**config.mk**
```make
export PLATFORM = sky130hd
export DESIGN_NAME = serial_frame_datapath_flat
export DESIGN_NICKNAME = d
export VERILOG_FILES = /design/src/rtl/serial_frame_datapath_if.sv /design/src/rtl/serial_frame_datapath.sv /design/src/flat_wrapper.sv
export SDC_FILE = /design/constraint.sdc
export NUM_CORES = 1
export LEC_CHECK = 0
export ABC_CLOCK_PERIOD_IN_PS = 2040
export CORE_MARGIN = 1
export CORE_UTILIZATION = 35
export DETAILED_ROUTE_END_ITERATION = 16
export SLEW_MARGIN = 20
export SYNTH_ARGS = -nofsm -noshare
export SYNTH_HDL_FRONTEND = slang
export SYNTH_SLANG_ARGS = --single-unit
```
**constraint.sdc**
```tcl
create_clock -name clk -period 2.04 [get_ports clk]
set_input_delay 0.204 -clock clk [delete_from_list [all_inputs] [get_ports clk]]
set_output_delay 0.204 -clock clk [all_outputs]
set_load 0.05 [all_outputs]
```
**src/rtl/serial_frame_datapath_if.sv**
```systemverilog
// Control/status bundle between the ctrlD2 controller (master) and the serial frame datapath (slave).
// The controller drives sin and the enables; the datapath returns its status flags and payload.
interface serial_frame_datapath_if #(
   parameter int DATA_W = 8
);
   logic              sin;
   logic              set_8;
   logic              en_det;
   logic              en_cnt_8;
   logic              ld_down;
   logic              en_downcnt;
   logic              out_det;
   logic              out_cnt_8;
   logic              out_downcnt;
   logic [DATA_W-1:0] payload;
   logic              active;

   modport master (
      output sin, set_8, en_det, en_cnt_8, ld_down, en_downcnt,
      input  out_det, out_cnt_8, out_downcnt, payload, active
   );

   modport slave (
      input  sin, set_8, en_det, en_cnt_8, ld_down, en_downcnt,
      output out_det, out_cnt_8, out_downcnt, payload, active
   );
endinterface

```
**src/rtl/serial_frame_datapath.sv**
```systemverilog
// Serial frame datapath: start-pattern detector, payload shifter with bit counter, and payload down counter.
// Every state element is cleared at once by the asynchronous active-high reset.
module serial_frame_datapath #(
   parameter logic [3:0] PATTERN = 4'b1101,
   parameter int         DATA_W  = 8
) (
   input logic                   clk,
   input logic                   rst,
   serial_frame_datapath_if.slave bus
);

   localparam int                PLEN     = $bits(PATTERN);
   localparam int                CNT_W    = (DATA_W > 1) ? $clog2(DATA_W) : 1;
   localparam logic [CNT_W-1:0]  CNT_LAST = CNT_W'(DATA_W - 1);

   typedef enum logic [2:0] {
      S0 = 3'd0,
      S1 = 3'd1,
      S2 = 3'd2,
      S3 = 3'd3,
      S4 = 3'd4
   } det_state_t;

   det_state_t        det_q, det_d;
   logic [CNT_W-1:0]  cnt_q, cnt_d;
   logic [DATA_W-1:0] payload_q, payload_d;
   logic [DATA_W-1:0] down_q, down_d;

   // Length of the longest pattern prefix that is a suffix of (matched prefix + new bit);
   // this gives overlap fallback for any PATTERN, including restarting out of the matched state.
   function automatic logic [2:0] det_next(input logic [2:0] matched, input logic bit_in);
      logic [PLEN:0] seq;
      logic [2:0]    best;
      logic          hit;
      int            k;
      best = '0;
      seq  = '0;
      k    = (int'(matched) > PLEN) ? PLEN : int'(matched);
      for (int j = 0; j < PLEN; j++) begin
         if (j < k) begin
            seq[j] = PATTERN[PLEN-1-j];
         end
      end
      seq[k] = bit_in;
      for (int len = 1; len <= PLEN; len++) begin
         if (len <= k + 1) begin
            hit = 1'b1;
            for (int i = 0; i < PLEN; i++) begin
               if (i < len) begin
                  if (seq[k+1-len+i] != PATTERN[PLEN-1-i]) begin
                     hit = 1'b0;
                  end
               end
            end
            if (hit) begin
               best = 3'(len);
            end
         end
      end
      return best;
   endfunction

   always_ff @(posedge clk or posedge rst) begin
      if (rst) begin
         det_q     <= S0;
         cnt_q     <= '0;
         payload_q <= '0;
         down_q    <= '0;
      end else begin
         det_q     <= det_d;
         cnt_q     <= cnt_d;
         payload_q <= payload_d;
         down_q    <= down_d;
      end
   end

   // set_8 dominates both the detector and the shifter; the down counter only sees ld_down/en_downcnt.
   always_comb begin
      det_d     = det_q;
      cnt_d     = cnt_q;
      payload_d = payload_q;
      down_d    = down_q;

      if (bus.set_8 || !bus.en_det) begin
         det_d = S0;
      end else begin
         det_d = det_state_t'(det_next(det_q, bus.sin));
      end

      if (bus.set_8) begin
         cnt_d     = '0;
         payload_d = '0;
      end else if (bus.en_cnt_8) begin
         payload_d = {payload_q[DATA_W-2:0], bus.sin};
         cnt_d     = (cnt_q == CNT_LAST) ? '0 : cnt_q + 1'b1;
      end

      if (bus.ld_down) begin
         down_d = payload_q;
      end else if (bus.en_downcnt && (down_q != '0)) begin
         down_d = down_q - 1'b1;
      end
   end

   assign bus.out_det     = (det_q == S4);
   assign bus.out_cnt_8   = (cnt_q == CNT_LAST);
   assign bus.out_downcnt = (down_q == '0);
   assign bus.active      = (down_q != '0);
   assign bus.payload     = payload_q;

endmodule

```
**src/flat_wrapper.sv**
```systemverilog
// flat-port wrapper written by rule: the top's interface ports become plain ports
module serial_frame_datapath_flat 
#(
   parameter logic [3:0] PATTERN = 4'b1101,
   parameter int         DATA_W  = 8
)
  (clk, rst, bus_sin, bus_set_8, bus_en_det, bus_en_cnt_8, bus_ld_down, bus_en_downcnt, bus_out_det, bus_out_cnt_8, bus_out_downcnt, bus_payload, bus_active);
  serial_frame_datapath_if #(.DATA_W(DATA_W)) bus_i ();
  input logic clk;
  input logic rst;
  input wire logic [$bits(bus_i.sin)-1:0] bus_sin;
  input wire logic [$bits(bus_i.set_8)-1:0] bus_set_8;
  input wire logic [$bits(bus_i.en_det)-1:0] bus_en_det;
  input wire logic [$bits(bus_i.en_cnt_8)-1:0] bus_en_cnt_8;
  input wire logic [$bits(bus_i.ld_down)-1:0] bus_ld_down;
  input wire logic [$bits(bus_i.en_downcnt)-1:0] bus_en_downcnt;
  output wire logic [$bits(bus_i.out_det)-1:0] bus_out_det;
  output wire logic [$bits(bus_i.out_cnt_8)-1:0] bus_out_cnt_8;
  output wire logic [$bits(bus_i.out_downcnt)-1:0] bus_out_downcnt;
  output wire logic [$bits(bus_i.payload)-1:0] bus_payload;
  output wire logic [$bits(bus_i.active)-1:0] bus_active;
  assign bus_i.sin = bus_sin;
  assign bus_i.set_8 = bus_set_8;
  assign bus_i.en_det = bus_en_det;
  assign bus_i.en_cnt_8 = bus_en_cnt_8;
  assign bus_i.ld_down = bus_ld_down;
  assign bus_i.en_downcnt = bus_en_downcnt;
  assign bus_out_det = bus_i.out_det;
  assign bus_out_cnt_8 = bus_i.out_cnt_8;
  assign bus_out_downcnt = bus_i.out_downcnt;
  assign bus_payload = bus_i.payload;
  assign bus_active = bus_i.active;
  serial_frame_datapath #(.PATTERN(PATTERN), .DATA_W(DATA_W)) u_core (.clk(clk), .rst(rst), .bus(bus_i));
endmodule
```
==> results.json <==
{
  "numClockSinks": 22,
  "dp_hpwl_um": 1870,
  "io_pins": 20,
  "drive_above_1_share_pct": 11.0,
  "power.density_nw_per_um2": 958,
  "yosys_warnings": 0,
  "setup_violations": 0,
  "gr-total-overflow": 0,
  "critPathBufInv": 2,
  "die_area_um2": 3780,
  "synth_ff_type": "dfrtp_1",
  "grt_max_degree": 23,
  "synth_top_family_by_area": "simple AND/OR/NAND/NOR gates",
  "hp-class": "input port to async pin",
  "avgRoutedWirePerCell_um": 12.9,
  "cts_resized": 0,
  "final_antenna_net_count": 0,
  "multi_input_area_um2": 638,
  "crit_family": "simple AND/OR/NAND/NOR gates",
  "synth-simple-area-share_pct": 22.1,
  "status": "finished clean",
  "fin_ws_ps": 172,
  "cts_max_level": 1,
  "io_buffer_count": 19,
  "post-route-period-util_pct": 91.6,
  "synth_largest_area_cell": "dfrtp_1",
  "vdd_drop_max_uv": 483,
  "syn_nets": 147,
  "grt_pass1_wl_um": 4210,
  "drv_slew": 0,
  "synth-async-reset-ratio_pct": 100,
  "syn_avg_cell_area_um2": 9.37,
  "path_clk_slew_ps": 120,
  "synth_fa_ha_area_share_pct": 7.08,
  "fillers": 349,
  "holdWs_ps": 213,
  "critical_path_required_ps": 2280,
  "finClkSkew_ps": 2.25,
  "critical_path.most_common_cell": "inv_1",
  "synthTopCellsByArea": "dfrtp_1 (44%), mux2i_1 (8.1%), ha_1 (7.1%), nor2_1 (5.2%), nand2_1 (3.3%)",
  "post_cts_buffers": 0,
  "fin_util_pct": 45.8,
  "synth.most_common_cell": "dfrtp_1",
  "antenna_cells": 0,
  "syn_inst": 132,
  "hold_viol_final": 0,
  "cts_inserted_buffers": 3,
  "wl_met1_um": 1200,
  "design_area_um2": 1540,
  "drt_first_pass_iters": 4,
  "slowest_stage": "dfrtp_1",
  "start_util_pct": 36.8,
  "place.gp.congestion": 0.906,
  "grt_pass1_vias": 996,
  "rows": 21,
  "max-cap-violations": 0,
  "yosysUniqueCellTypes": 35,
  "worstPathArrival_ps": 2110,
  "rsz0062_at_grt": "no",
  "ys_seq_elements": 22,
  "layout_min_cycle_time_ps": 1870,
  "clockPowerShare_pct": 13.6,
  "ys_top_cells_by_count": "dfrtp_1 (22), nor2_1 (17), nand2_1 (11)",
  "max_stage_delay_ps": 420,
  "postPlaceCellArea_um2": 1520,
  "power.leakage_nw": 0.729,
  "critPathKind": "register to register",
  "cp_max_fo": 6,
  "vias": 1069,
  "antenna_found_initial": 0,
  "via_per_inst": 5.32,
  "die_y_um": 61.5,
  "startpoint_type": "register",
  "wl_met3_um": 130,
  "insertion_delay_ps": 310,
  "p_seq_share_pct": 38.1,
  "synth_area_um2": 1240,
  "worstPathCellList": "inv_1 -> nand2_1 -> inv_1 -> ha_1 -> nor2_1 -> and4_1 -> or3_1 -> a21oi_1",
  "dp_slack_ps": 193,
  "nets": 172,
  "synth_xor_area_share_pct": 1.42,
  "synth-edff-count": 0,
  "clock.fmax_mhz": 535,
  "clockBufferDepth": 2,
  "tns_ps": 0,
  "netlist.area_leader.share_pct": 44.5,
  "muxShareOfSynthArea_pct": 8.09,
  "cts_tree": "done",
  "drtIter0Drc": 41,
  "seq_area_frac_synth_pct": 44.5,
  "switchingPower_mw": 0.609,
  "power_frac_comb_pct": 48.3,
  "cts-root-buf": "clkbuf_4",
  "die_x_um": 61.5,
  "synth_compound_area_share_pct": 12.4,
  "worst_pin_slew_ps": 501,
  "relSlewSlack_pct": 66.5,
  "highest_layer": "met4",
  "p_sw_share_pct": 41.2,
  "internal_power_mw": 0.867,
  "drcViolationCount": 0,
  "core-area_um2": 3360,
  "dr_wl_met2_um": 1210,
  "routed_wl_um": 2590,
  "ctsHoldBuffers": 0,
  "areaGrowthSynthToFinish_pct": 24.5,
  "regArea_um2": 551,
  "grt_usage_pct": 14.9,
  "end_kind": "register"
}
[worst reg2reg max path: stages, from the launching register on]
cell,delay [ps]
dfrtp_1,420
inv_1,120
nand2_1,100
inv_1,130
ha_1,290
nor2_1,60
and4_1,210
or3_1,340
a21oi_1,140
[cells by family (layout without fill, tap and decap cells)]
kind of cell               count (synthesis)  in the layout
adders and majority gates                  7              7
buffers and inverters                     14             37
and+or+nand+nor                           53             53
AOI/OAI and AO/OA                         24             24
muxes                                     10             10
xor gates and xnor gates                   2              2
DFF                                       22             22
[cell type report]
| type | instances | share of cell area [%] |
|---|---|---|
| sequential | 22 | 35.7 |
| timing repair buffer | 25 | 15.4 |
| tap | 46 | 3.74 |
| inverter | 9 | 2.19 |
| clock buffer | 3 | 1.46 |
| multi-input combinational | 96 | 41.4 |
[metrics by stage]
step	std cells	power [mW]
after floorplan	132	1.05
after global placement	198	1.26
after detailed placement	198	1.28
after CTS	201	1.48
after global routing	201	1.58
final	201	1.48
[worst paths after layout]
check / start / to / slack, ps / cells after the start
max: u_core.det_q[2] / u_core.det_q[0] / 170 / 8
min: rst / u_core.det_q[2] / 210 / 3
max reg2reg: u_core.det_q[2] / u_core.det_q[0] / 170 / 8
min reg2reg: u_core.cnt_q[2] / u_core.cnt_q[2] / 550 / 2
max in group asynchronous: rst / u_core.bus.payload[3] / 1610 / 3
min in group clk: bus_en_det / u_core.det_q[2] / 480 / 2
[registers in the layout (all words and copies together) (netlist names)]
register / flops
u_core.down_q: 8
u_core.bus.payload: 8
u_core.det_q: 3
u_core.cnt_q: 3
[per-layer routing]
layer / global-route usage, % / vias to the layer above
met1: 18.0 / 512
met2: 26.1 / 32
met3: 4.41 / 10
met4: 4.13 / 0
met5: 0 / -
li1: - / 515
[placed cells by master, fill, tap and decap left out, types with 3 or more instances in the layout]
cell type,instances
buf_4,9
nor3b_1,4
clkbuf_4,3
dfrtp_1,22
inv_1,9
a21oi_1,7
clkdlybuf4s50_1,15
nand2_1,11
nand3b_1,3
o21ai_0,8
nor2_1,17
mux2i_1,10
ha_1,7
nor3_1,3
[power by group through the flow]
stage	registers (mW)	logic, mW	clock network, mW
6_report	0.562	0.713	0.201
5_1_grt	0.571	0.786	0.227
2_1_floorplan	0.562	0.486	0
3_3_place_gp	0.569	0.695	0
3_5_place_dp	0.570	0.710	0
4_1_cts	0.561	0.712	0.209
No activity file was read; power rests on OpenSTA's default activity.
